===== src/rtl/uart_pkg.sv =====
// Shared UART definitions, used by both the receiver and the transmitter.
//   state_t            : receiver/transmitter frame state (IDLE, START, DATA, PAR, STOP)
//   PAR_NONE/ODD/EVEN  : encoding of the PARITY parameter
//   calc_clks_per_bit  : default bit period in system clocks
package uart_pkg;

    typedef enum logic [2:0] {
        IDLE,
        START,
        DATA,
        PAR,
        STOP
    } state_t;

    localparam int PAR_NONE = 0;
    localparam int PAR_ODD  = 1;
    localparam int PAR_EVEN = 2;

    // Integer division truncates; the resulting bit-rate error must stay
    // well inside the half-bit sampling margin for the chosen clock.
    function automatic int calc_clks_per_bit(input int clk_freq, input int baud_rate);
        return clk_freq / baud_rate;
    endfunction

endpackage


===== src/rtl/uart_sync2.sv =====
// Two-flop synchronizer for a single asynchronous input.
//   clk  : destination clock
//   rst  : asynchronous active-low reset; both flops load RESET_VAL
//   d    : asynchronous input
//   q    : synchronized output, 2 clocks after d
module uart_sync2 #(
    parameter logic RESET_VAL = 1'b1
) (
    input  logic clk,
    input  logic rst,
    input  logic d,
    output logic q
);

    logic meta;

    // NOTE: sequential state uses non-blocking assignments so meta and q
    // both update from their pre-edge values, giving a true 2-stage chain.
    always_ff @(posedge clk or negedge rst) begin
        if (!rst) begin
            meta <= RESET_VAL;
            q    <= RESET_VAL;
        end else begin
            meta <= d;
            q    <= meta;
        end
    end

endmodule


===== src/rtl/uart_rx.sv =====
// UART receiver: recovers DATA_BITS-wide frames from an asynchronous line,
// checks optional parity and the stop bit, and holds each good byte in a
// valid/ready register for the downstream consumer.
//   clk, rst    : system clock, asynchronous active-low reset
//   rx_in       : serial line, idle high, asynchronous to clk
//   rx_data     : received byte, LSB first on the line
//   rx_valid    : rx_data holds an unconsumed byte
//   rx_ready    : consumer takes rx_data when rx_valid && rx_ready
//   rx_busy     : a frame is being received
//   frame_err   : 1-clock pulse, stop bit sampled low
//   parity_err  : 1-clock pulse, parity mismatch
//   overrun     : 1-clock pulse, good frame dropped because rx_valid was held
module uart_rx
    import uart_pkg::*;
#(
    parameter int CLK_FREQ     = 100_000_000,
    parameter int BAUD_RATE    = 9600,
    parameter int CLKS_PER_BIT = calc_clks_per_bit(CLK_FREQ, BAUD_RATE),
    parameter int DATA_BITS    = 8,
    parameter int PARITY       = PAR_NONE
) (
    input  logic                 clk,
    input  logic                 rst,
    input  logic                 rx_in,
    output logic [DATA_BITS-1:0] rx_data,
    output logic                 rx_valid,
    input  logic                 rx_ready,
    output logic                 rx_busy,
    output logic                 frame_err,
    output logic                 parity_err,
    output logic                 overrun
);

    localparam int CNT_W = $clog2(CLKS_PER_BIT);
    localparam logic [CNT_W-1:0] BIT_LAST  = CNT_W'(CLKS_PER_BIT - 1);
    localparam logic [CNT_W-1:0] HALF_LAST = CNT_W'(CLKS_PER_BIT / 2 - 1);
    localparam logic [3:0]       LAST_BIT  = 4'(DATA_BITS - 1);

    state_t                 state;
    logic [CNT_W-1:0]       baud_cnt;
    logic [3:0]             bit_cnt;
    logic [DATA_BITS-1:0]   shift_reg;
    logic                   par_bad;
    logic                   wait_high;
    logic                   rx_s;
    logic                   exp_par;

    uart_sync2 #(.RESET_VAL(1'b1)) u_sync (
        .clk (clk),
        .rst (rst),
        .d   (rx_in),
        .q   (rx_s)
    );

    // Even parity: the parity bit makes the total count of ones even.
    assign exp_par = (PARITY == PAR_EVEN) ? ^shift_reg : ~^shift_reg;
    assign rx_busy = (state != IDLE);

    always_ff @(posedge clk or negedge rst) begin
        if (!rst) begin
            state      <= IDLE;
            baud_cnt   <= '0;
            bit_cnt    <= '0;
            shift_reg  <= '0;
            par_bad    <= 1'b0;
            wait_high  <= 1'b0;
            rx_data    <= '0;
            rx_valid   <= 1'b0;
            frame_err  <= 1'b0;
            parity_err <= 1'b0;
            overrun    <= 1'b0;
        end else begin
            frame_err  <= 1'b0;
            parity_err <= 1'b0;
            overrun    <= 1'b0;

            // NOTE: a later non-blocking assignment in the same block wins, so
            // a byte loaded in STOP below overrides this consume and keeps
            // rx_valid high.
            if (rx_valid && rx_ready) begin
                rx_valid <= 1'b0;
            end

            case (state)
                IDLE: begin
                    baud_cnt <= '0;
                    par_bad  <= 1'b0;
                    // After a break the line must go high before a new start.
                    if (rx_s) begin
                        wait_high <= 1'b0;
                    end else if (!wait_high) begin
                        state <= START;
                    end
                end

                START: begin
                    if (baud_cnt == HALF_LAST) begin
                        if (rx_s) begin
                            state <= IDLE;      // glitch, not a start bit
                        end else begin
                            baud_cnt <= '0;
                            bit_cnt  <= '0;
                            state    <= DATA;
                        end
                    end else begin
                        baud_cnt <= baud_cnt + 1'b1;
                    end
                end

                DATA: begin
                    if (baud_cnt == BIT_LAST) begin
                        shift_reg <= {rx_s, shift_reg[DATA_BITS-1:1]};
                        baud_cnt  <= '0;
                        bit_cnt   <= bit_cnt + 1'b1;
                        if (bit_cnt == LAST_BIT) begin
                            state <= (PARITY != PAR_NONE) ? PAR : STOP;
                        end
                    end else begin
                        baud_cnt <= baud_cnt + 1'b1;
                    end
                end

                PAR: begin
                    if (baud_cnt == BIT_LAST) begin
                        par_bad  <= (rx_s != exp_par);
                        baud_cnt <= '0;
                        state    <= STOP;
                    end else begin
                        baud_cnt <= baud_cnt + 1'b1;
                    end
                end

                STOP: begin
                    // Leaving at mid stop bit re-arms for a back-to-back start.
                    if (baud_cnt == BIT_LAST) begin
                        baud_cnt <= '0;
                        state    <= IDLE;
                        if (!rx_s) begin
                            frame_err <= 1'b1;
                            wait_high <= 1'b1;
                        end else if (par_bad) begin
                            parity_err <= 1'b1;
                        end else if (!rx_valid || rx_ready) begin
                            rx_data  <= shift_reg;
                            rx_valid <= 1'b1;
                        end else begin
                            overrun <= 1'b1;
                        end
                    end else begin
                        baud_cnt <= baud_cnt + 1'b1;
                    end
                end

                default: state <= IDLE;
            endcase
        end
    end

endmodule


===== config.mk =====
export PLATFORM = sky130hd
export DESIGN_NAME = uart_rx
export DESIGN_NICKNAME = d
export VERILOG_FILES = /design/src/rtl/uart_pkg.sv /design/src/rtl/uart_sync2.sv /design/src/rtl/uart_rx.sv
export SDC_FILE = /design/constraint.sdc
export NUM_CORES = 1
export LEC_CHECK = 0
export ABC_CLOCK_PERIOD_IN_PS = 3040
export CORE_UTILIZATION = 55
export DETAILED_ROUTE_END_ITERATION = 8
export HOLD_SLACK_MARGIN = 0.1
export PLACE_DENSITY = 0.77
export SLEW_MARGIN = 20
export SYNTH_ARGS = -nofsm -noshare
export SYNTH_HDL_FRONTEND = slang
export SYNTH_SLANG_ARGS = --single-unit

===== constraint.sdc =====
create_clock -name clk -period 3.04 [get_ports clk]
set_input_delay 0.456 -clock clk [delete_from_list [all_inputs] [get_ports clk]]
set_output_delay 0.456 -clock clk [all_outputs]
set_load 0.005 [all_outputs]

# Word level (Yosys, flattened, before mapping)
# Index checks and enable logic that the tools add are counted.
# totals
ff_bits	45
in_bits	4
out_inout_bits	13
elab_cells	94
# classes
add_sub_neg	2
n_eq_ne	19
mux	41
n_bitwise	1
n_reduce_logical	18
# op_table
op	n
two-way mux 14 bit	3
one-hot mux 14 bit (3 select lines)	1
two-way mux 1 bit	22
two-way mux 3 bit	7
inequality test 2 bit (second input constant)	9
one-hot mux 3 bit (5 select lines)	1
adder 14 x 1 -> 14 bit (second input constant)	1
equality test 14 x 13 -> 1 bit (second input constant)	1
equality test 14 bit (second input constant)	1
two-way mux 4 bit	3
one-hot mux 4 bit (2 select lines)	1
AND reduction 4 bit	2
XNOR reduction 8 bit	1
AND reduction 7 bit	1
equality test 3 x 2 -> 1 bit (second input constant)	2
AND reduction 2 bit	3
nonzero test 2 bit	3
nonzero test 3 bit	2
AND reduction 5 bit	1
adder 4 x 1 -> 4 bit (second input constant)	1
equality test 4 x 3 -> 1 bit (second input constant)	1
one-hot mux 1 bit (2 select lines)	2
equality test 3 x 1 -> 1 bit (second input constant)	1
equality test 3 bit (second input constant)	1
other kinds (10)	10

# Depth between registers and ports, before layout
# Gate-level depths: netlist of run 1.
# depth
ltp_word	7
depth_mapped	7
mapped_depth_nobuf	6

# Modules after synthesis
# From an unflattened synthesis of run 1, not the netlist that was laid out.
# unflattened
cells_unflattened	196
area_unflattened_um2	2187.1
# modules_own_cells
module	instances	cells_each	area_each_um2	seq_area_each_um2
uart_rx	1	194	2134.5	1076.0
uart_sync2	1	2	52.6	52.6

# Worst setup path before layout of run 1
# Ideal clock, no wire load.
# synth_timing
path_type	register to register
startpoint	register baud_cnt[9]
endpoint	register baud_cnt[11]
setup_ns	0.151
arrival_time_ns	1.826
slack_ns	1.062
stages_incl_launch_ff	8
cell_sequence	dfrtp_1 buf_2 or4b_1 nor4_4 o22ai_2 buf_2 a41oi_1 a31oi_1
# synth_via
elab_chain_cells	3
# synth_rtl
element	line_no	rtl
from (decl)	uart_rx.sv:40	logic [CNT_W-1:0] baud_cnt;
from (signal assigned)	uart_rx.sv:106	baud_cnt <= baud_cnt + 1'b1;
from (signal assigned)	uart_rx.sv:119	baud_cnt <= baud_cnt + 1'b1;
from (signal assigned)	uart_rx.sv:129	baud_cnt <= baud_cnt + 1'b1;
adder 14 x 1 -> 14 bit (tied with other cells)	--	
two-way mux 14 bit (tied with other cells)	uart_rx.sv:111, uart_rx.sv:124, uart_rx.sv:135	
one-hot mux 14 bit (3 select lines) / AND reduction 2 bit (equally long branches)	--	
# Parallel ways exist; a longest one is shown, timed or not.
# A chain may end at the register's enable or synchronous reset.

# Final worst setup path of run 1
# layout_timing
startpoint	register baud_cnt[0]
endpoint	register baud_cnt[9]
# The elaborated chain is that of the path after synthesis.

==> flow_summary.yaml, run 1 <==
run_status:
  status: "finished, final reports clean"
floorplan:
  dieHeight_um: 66.49
  start_util_pct: 57.18
  core.rowCount: 23
  core_sq_mm: 0.004000
  die_area_sq_mm: 0.004420
  die_w_um: 66.49
  io-pin-count: 17
clock_network:
  cts_sinks: 45
  post_cts_buffers: 0
  hold_buffers: 0
  cts_buffers: 5
  cts_tree: "done"
  ctsHtreeMaxLevel: 2
  cts_root_buf: "clkbuf_8"
  clk_path_buf_depth: 2
  path_clk_slew_ns: 0.09
  clk_latency_ns: 0.30
  ctsResizeCount: 0
power_and_ir_drop:
  leakage_nw: 1.164
  power.switching_uw: 215.5
  p_seq_share_pct: 56.5
  comb_power_share_pct: 1.7
  power.density_mw_per_mm2: 412.8
  p_int_uw: 852.6
  vdd_drop_max_mv: 0.3897
  clkPwrFrac_pct: 41.8
  sw_frac_of_total_pct: 20.17
sta:
  finClkSkew_ns: 0.01163
  fin_crit_sh_pct: 75.67
  finalSetupViolCount: 0
  rsz0062_at_grt: "no"
  final.min_clock_period_ns: 2.300
  fmax_mhz: 434.7
  hold_violations: 0
  hold_ws_ns: 0.1382
  worst_pin_slew_ns: 0.8739
  tns_ns: 0
  drv_slew: 0
  relSlewSlack_pct: 41.74
global_routing:
  antenna_found_initial: 0
  grtUsageTotal_pct: 21.05
  grt_busiest_layer: "met2"
  use_met2_pct: 32.14
  grt_pass1_vias: 1541
  grt_pass1_wl_um: 6941
  overflow: 0
  grt_start_max_net_pins: 46
  grtUsageMet1_pct: 29.69
  groute.layer.met3.usage_pct: 3.596
setup_path:
  cpPeakStageDelay_ns: 0.43
  critPathKind: "register to register"
  r2r-start: "baud_cnt[0]"
  critical_path_buf_inv_count: 2
  required_ns: 3.18
  path_cells: "ha_1, nand4_1, nor4_4, buf_4, o22ai_2, buf_4, a21oi_1, a31oi_1"
  worstRegToRegCells: 8
  path_delay_family: "simple AND/OR/NAND/NOR gates"
  start_kind: "register"
  arrival_ns: 2.44
  regToRegEndpoint: "baud_cnt[9]"
  cp_num_cells: 8
  crit_path_top_delay_cell: "dfrtp_1"
  cpMostUsedCell: "buf_4"
  cp-end-kind: "register"
  r2r_slack_ns: 0.74
  path_max_fanout: 19
yosys:
  ys_types: 47
  synth-edff-count: 0
  synthArstFlopShare_pct: 100.0
  synthCells: 211
  synth_ff_type: "dfrtp_1"
  avgSynthCellArea_sq_um: 10.84
  syn_nets: 218
  ys_warn_count: 0
  syn_area_sq_mm: 0.002287
  yosysSeqAreaShare_pct: 49.34
  yosysTopAreaCell: "dfrtp_1"
  synth_top_area_share_pct: 47.05
  yosys-top-cells-area: "dfrtp_1 47%, mux2_2 7.9%, xnor2_1 3.1%, a31oi_1 3.0%, o21ai_0 2.4%"
  ys_ff_latch: 45
route:
  postRouteAntennaNets: 0
  wire_per_inst_um: 14.78
  vias_per_cell: 5.964
  route.detailed.drc: 0
  routed_wirelength_um: 4093
  drt_iter0_drc: 88
  dr.pass1.iters: 4
  vias: 1652
flow_run:
  maxCapViolations: 0
layout:
  final_util_pct: 64.69
  diodes: 0
  drive_above_1_share_pct: 16.74
  fin_nets: 233
  synthToLayoutAreaGrowth_pct: 13.13
  largest_reg_flops: 14
hold_path:
  hold_class: "primary input to asynchronous set/reset pin"
placed_design:
  io_buffers: 16
  dp_hpwl_um: 2783
  place_congestion: 0.8212
## cells in the final DEF, fill, tap and decap left out, types with 2 or more instances in the layout
master,n
nor3_1,4
buf_4,5
inv_1,3
a22o_1,5
nor4_4,2
nand2_1,14
nand3b_1,4
nand2b_1,5
or2_2,2
dfrtp_1,43
clkbuf_8,5
nand3_1,8
nor2b_1,2
o31ai_1,3
mux2_2,16
and3_1,3
ha_1,3
xnor2_1,8
nor2_1,13
a31oi_1,11
dfstp_2,2
xor2_1,3
clkdlybuf4s50_1,15
a21oi_1,9
nand4_1,2
o21ai_0,11
a41oi_1,3
## stage by stage
| stage | instances | setup slack, ns | power [mW] | instance area, sq um |
|---|---|---|---|---|
| after floorplan | 211 | 1.062 | 0.6181 | 2287 |
| after global placement | 269 | 0.8498 | 0.6338 | 2474 |
| after detailed placement | 269 | 0.7622 | 0.6340 | 2474 |
| after CTS | 277 | 0.7499 | 1.079 | 2585 |
| after global routing | 277 | 0.5412 | 1.101 | 2587 |
| final | 277 | 0.7395 | 1.068 | 2587 |
## layer usage
layer | wire [um] | share of wire (%) | vias up
met2 | 1868 | 46 | 27
met3 | 115 | 2.8 | 5
met4 | 50 | 1.2 | 0
met1 | 2059 | 50 | 815
li1 | - | - | 805
met5 | 0 | 0 | -
## synthesized netlist by cell type, types with 4 or more instances
master / n
xnor2_1: 8
nor3_1: 4
o21ai_0: 11
buf_2: 7
dfrtp_1: 43
mux2_2: 16
clkbuf_1: 4
nor2_1: 13
nand3b_1: 4
nand3_1: 8
a22o_1: 5
a31oi_1: 11
a21oi_1: 9
nand2b_1: 5
nand2_1: 14
## power by group through the flow
stage | logic (mW) | registers [mW] | clock network [mW]
after global placement | 0.0190 | 0.615 | 0
after floorplan | 0.00536 | 0.613 | 0
final | 0.0182 | 0.603 | 0.447
after CTS | 0.0190 | 0.603 | 0.457
after global routing | 0.0217 | 0.603 | 0.476
after detailed placement | 0.0190 | 0.615 | 0
## cell type report
| class | instances | area [sq um] |
|---|---|---|
| flip-flops and latches | 45 | 1129 |
| clock buffers | 6 | 72.57 |
| fillers | 316 | 1413 |
| multi-input cells | 151 | 1086 |
| clock inverters | 2 | 38.79 |
| inverters | 3 | 11.26 |
| well taps | 50 | 62.56 |
| repair buffers | 20 | 187.7 |
## worst register-to-register path: cells and delay by family, from the launching register on
kind	cells	cell delay, ns
and+or+nand+nor	2	0.55
buffers and inverters	2	0.48
DFF	1	0.43
AOI/OAI and AO/OA	3	0.43
adders and majority gates	1	0.25
## worst max-delay path by stage
stage / start / endpoint / slack [ns]
after global placement: baud_cnt[0] / shift_reg[5] / 0.85
final: baud_cnt[0] / baud_cnt[9] / 0.74
after CTS: baud_cnt[0] / baud_cnt[9] / 0.75
after global routing: baud_cnt[0] / baud_cnt[8] / 0.54
after detailed placement: baud_cnt[0] / shift_reg[1] / 0.76
after floorplan: baud_cnt[9] / baud_cnt[11] / 1.06
## logic make-up after synthesis
group,synth area share (%)
compound gates,14.06
xor+xnor,4.213
fa+ha+maj,1.641
buf+inv,3.172
flops,49.34
mux,8.315
simple gates,19.26
(Power assumes the default switching activity.)
==> run 2: changes to the inputs <==
--- a/config.mk
+++ b/config.mk
@@ -5,7 +5,7 @@
 export SDC_FILE = /design/constraint.sdc
 export NUM_CORES = 1
 export LEC_CHECK = 0
-export ABC_CLOCK_PERIOD_IN_PS = 3040
+export ABC_CLOCK_PERIOD_IN_PS = 2380
 export CORE_UTILIZATION = 55
 export DETAILED_ROUTE_END_ITERATION = 8
 export HOLD_SLACK_MARGIN = 0.1
==> constraint.sdc (replaced) <==
create_clock -name clk -period 2.38 [get_ports clk]
set_input_delay 0.357 -clock clk [delete_from_list [all_inputs] [get_ports clk]]
set_output_delay 0.357 -clock clk [all_outputs]
set_load 0.005 [all_outputs]
==> flow_summary.yaml, run 2 (synthesis gave the netlist of run 1 again) <==
clock_network:
  clk_latency_ns: 0.30
  cts_tree: "done"
  ctsHtreeMaxLevel: 2
  cts_root_buf: "clkbuf_8"
  cts_buffers: 5
  path_clk_slew_ns: 0.09
  cts_sinks: 45
  clk_path_buf_depth: 2
flow_run:
  maxCapViolations: 0
global_routing:
  grtUsageTotal_pct: 21.87
  antenna_found_initial: 0
  grt_pass1_vias: 1531
  overflow: 0
  grt_pass1_wl_um: 7176
  grt_start_max_net_pins: 46
setup_path:
  cp-end-kind: "register"
  critPathKind: "register to register"
  worstRegToRegCells: 4
  path_cells: "or4b_4, nor4_4, and2_0, mux2_2"
  cpPeakStageDelay_ns: 0.58
  required_ns: 2.57
  path_max_fanout: 8
  arrival_ns: 2.48
  start_kind: "register"
  crit_path_top_delay_cell: "or4b_4"
  r2r_slack_ns: 0.09
sta:
  relSlewSlack_pct: 42.03
  finClkSkew_ns: 0.01326
  drv_slew: 0
  fin_crit_sh_pct: 96.39
  hold_violations: 0
  finalSetupViolCount: 0
  final.min_clock_period_ns: 2.294
  worst_pin_slew_ns: 0.8696
  fmax_mhz: 435.9
floorplan:
  core.rowCount: 23
  die_area_sq_mm: 0.004420
  io-pin-count: 17
  start_util_pct: 57.18
  die_w_um: 66.49
  dieHeight_um: 66.49
  core_sq_mm: 0.004000
layout:
  final_common_cell: "dfrtp_1"
  stdcell_count: 284
  diodes: 0
  nFillCells: 323
  largest_reg_flops: 14
  final_cell_mix: "43 x dfrtp_1, 16 x mux2_2, 15 x clkdlybuf4s50_1"
  drive_above_1_share_pct: 19.23
  fin_nets: 240
  synthToLayoutAreaGrowth_pct: 15.65
route:
  vias: 1685
  wire_per_inst_um: 15.23
  routed_wirelength_um: 4324
  dr.pass1.iters: 4
  route.detailed.drc: 0
  postRouteAntennaNets: 0
  drt_iter0_drc: 127
  vias_per_cell: 5.933
power_and_ir_drop:
  finalPower_mw: 1.293
  vdd_drop_max_mv: 0.3101
  p_int_mw: 1.013
  p_seq_share_pct: 59.6
  comb_power_share_pct: 2.2
  sw_frac_of_total_pct: 21.65
  clkPwrFrac_pct: 38.2
  power.switching_uw: 280.1
  leakage_nw: 1.203
  power.density_mw_per_mm2: 489.0
placed_design:
  place_congestion: 0.8122
  dp_hpwl_um: 2917
  io_buffers: 16
  placed_cells: 274
run_status:
  status: "finished, final reports clean"
hold_path:
  hold_depth: 0
  hold_class: "register to register"
-- run 2: worst paths after layout --
| check | from | to |
|---|---|---|
| min in group asynchronous | rst | state[0] |
| max reg2reg | baud_cnt[6] | shift_reg[1] |
| max in group asynchronous | rst | u_sync.q |
| min reg2reg | u_sync.meta | u_sync.q |
| min | u_sync.meta | u_sync.q |
| max | baud_cnt[6] | shift_reg[1] |
-- run 2: metal layers --
layer / vias up / global-route usage (%) / routed length (um) / part of all wire (%)
met5: - / 0 / 0 / 0
met3: 9 / 6.164 / 169 / 3.9
li1: 815 / - / - / -
met2: 37 / 30.36 / 1971 / 46
met4: 0 / 9.309 / 87 / 2.0
met1: 824 / 31.67 / 2096 / 48
-- run 2: cell type report --
cell class	instances	area [sq um]	area share (%)
timing repair buffer	27	252.7	9.555
inverter	3	11.26	0.4257
sequential	45	1129	42.67
multi-input combinational	151	1094	41.34
clock inverter	2	13.76	0.5203
clock buffer	6	82.58	3.122
tap	50	62.56	2.365
-- run 2: critical path, delay by kind of cell (launching register included) --
family        cells  cell delay, ns
simple gates      3            1.33
flops             1            0.47
mux               1            0.38
-- run 2: timing repair --
item,CTS,global route
hold buffers,1,0
endpoints found under the setup margin,0,9
endpoints found under the hold margin,43,0
buffers inserted,0,1
resized for setup,0,1
-- run 2: power groups by stage --
stage                     registers (mW)  logic (mW)  clock network (mW)
final                              0.770      0.0289               0.494
after global routing               0.771      0.0333               0.535
after CTS                          0.770      0.0305               0.509
after detailed placement           0.785      0.0289                   0
after global placement             0.785      0.0282                   0
after floorplan                    0.783     0.00684                   0
-- run 2: metrics by stage --
step	cell area [sq um]	util (%)	TNS (ns)	hold slack, ns	setup WS, ns
5_1_grt	2645	66.12	-0.006348	0.3671	-0.006348
6_report	2645	66.12	0	0.3641	0.08585
3_5_place_dp	2524	63.09	0	0.3517	0.1605
2_1_floorplan	2287	-	0	0.06141	0.4024
4_1_cts	2630	65.75	0	0.3644	0.1360
3_3_place_gp	2524	63.09	0	0.3465	0.2345
==> run 3: changes to the inputs <==
--- a/config.mk
+++ b/config.mk
@@ -10,6 +10,7 @@
 export DETAILED_ROUTE_END_ITERATION = 8
 export HOLD_SLACK_MARGIN = 0.1
 export PLACE_DENSITY = 0.77
+export SETUP_SLACK_MARGIN = 0.1
 export SLEW_MARGIN = 20
 export SYNTH_ARGS = -nofsm -noshare
 export SYNTH_HDL_FRONTEND = slang
==> flow_summary.yaml, run 3 (synthesis gave the netlist of run 1 again) <==
placed_design:
  place_congestion: 0.8122
  dp_hpwl_um: 2917
  io_buffers: 16
  place_area_sq_mm: 0.002524
hold_path:
  hold_class: "register to register"
clock_network:
  path_clk_slew_ns: 0.09
  cts_buffers: 5
  clk_latency_ns: 0.30
  clk_path_buf_depth: 2
  cts_tree: "done"
  cts_sinks: 45
  cts_root_buf: "clkbuf_8"
  ctsHtreeMaxLevel: 2
setup_path:
  path_cells: "or3b_1, nor4_4, nor2_1, or2_1, a22o_1"
  required_ns: 2.58
  cp-end-kind: "register"
  path_max_fanout: 8
  critical_path_buf_inv_count: 0
  cpPeakStageDelay_ns: 0.59
  path_delay_family: "simple AND/OR/NAND/NOR gates"
  crit_path_top_delay_cell: "nor4_4"
  arrival_ns: 2.53
  critPathKind: "register to register"
  start_kind: "register"
power_and_ir_drop:
  vdd_drop_max_mv: 0.3206
  power.density_mw_per_mm2: 477.4
  leakage_nw: 1.215
global_routing:
  grt_pass1_vias: 1531
  grt_busiest_layer: "met1"
  grt_pass1_wl_um: 7176
  groute.layer.met3.usage_pct: 6.164
  grtUsageTotal_pct: 21.87
  use_met2_pct: 30.36
  grtUsageMet1_pct: 31.67
  grt_start_max_net_pins: 46
  antenna_found_initial: 0
  overflow: 0
sta:
  final.min_clock_period_ns: 2.328
  hold_violations: 0
  tns_ns: 0
  rsz0062_at_grt: "yes"
  drv_slew: 0
  fin_crit_sh_pct: 97.81
  finalSetupViolCount: 0
  finClkSkew_ns: 0.01055
  fmax_mhz: 429.6
  relSlewSlack_pct: 47.24
  worst_pin_slew_ns: 0.7854
flow_run:
  maxCapViolations: 0
layout:
  final_cell_mix: "40 x dfrtp_1, 16 x mux2_2, 15 x clkdlybuf4s50_1"
  final_cell_area_sq_mm: 0.002710
  diodes: 0
  nFillCells: 319
  synthToLayoutAreaGrowth_pct: 18.49
  fin_nets: 243
  largest_reg_flops: 14
  drive_above_1_share_pct: 23.21
  final_common_cell: "dfrtp_1"
route:
  vias_per_cell: 6.066
  drt_iter0_drc: 209
  postRouteAntennaNets: 0
  wire_per_inst_um: 16.72
  dr.pass1.iters: 4
  route.detailed.drc: 0
  vias: 1741
  routed_wirelength_um: 4799
floorplan:
  core.rowCount: 23
  die_area_sq_mm: 0.004420
  io-pin-count: 17
  start_util_pct: 57.18
  core_sq_mm: 0.004000
  die_w_um: 66.49
  dieHeight_um: 66.49
run_status:
  status: "finished, final reports clean"
[run 3: worst register-to-register path, cell delays in order (launching register included)]
cell	delay [ns]
dfrtp_1	0.48
or3b_1	0.44
nor4_4	0.59
nor2_1	0.23
or2_1	0.29
a22o_1	0.18
[run 3: layout make-up]
cell class	instances	area (sq um)	share of cell area, %
inverters	3	11.26	0.4155
flip-flops and latches	45	1132	41.78
repair buffers	29	271.5	10.02
multi-input cells	152	1136	41.92
clock inverters	2	13.76	0.5078
clock buffers	6	82.58	3.047
well taps	50	62.56	2.308
[run 3: final timing paths]
kind                                  start  slack (ns)  depth (start not counted)           to
worst min-delay path            u_sync.meta        0.36                          0     u_sync.q
worst max-delay path            baud_cnt[3]        0.05                          5   bit_cnt[1]
min in group asynchronous               rst        0.55                          3  baud_cnt[4]
worst min register to register  u_sync.meta        0.36                          0     u_sync.q
worst max register to register  baud_cnt[3]        0.05                          5   bit_cnt[1]
max in group asynchronous               rst        1.56                          3  u_sync.meta
[run 3: repair_timing]
item,CTS,global route
hold endpoints to repair,43,0
setup buffers,0,3
resized for setup,0,10
setup endpoints to repair,0,22
hold buffers,1,0
[run 3: metal layers]
| metal | vias to the layer above | part of all wire [%] |
|---|---|---|
| li1 | 823 | - |
| met1 | 853 | 46 |
| met2 | 51 | 46 |
| met3 | 14 | 4.7 |
| met4 | 0 | 2.4 |
| met5 | - | 0 |
[run 3: through the flow]
stage | util, % | setup slack, ns | hold WS [ns] | instances | power [mW]
after global placement | 63.09 | 0.2345 | 0.3465 | 274 | 0.8136
after global routing | 67.75 | 0.02826 | 0.3667 | 287 | 1.337
after CTS | 65.75 | 0.1360 | 0.3644 | 283 | 1.310
final | 67.75 | 0.05215 | 0.3639 | 287 | 1.294
after detailed placement | 63.09 | 0.1605 | 0.3517 | 274 | 0.8143
after floorplan | - | 0.4024 | 0.06141 | 211 | 0.7896
[run 3: report_power, final]
group | switching (mW) | leakage [nW] | total, mW | internal [mW]
registers | 0.00368 | 0.603 | 0.771 | 0.767
logic | 0.0180 | 0.560 | 0.0290 | 0.0110
clock network | 0.259 | 0.0512 | 0.494 | 0.235
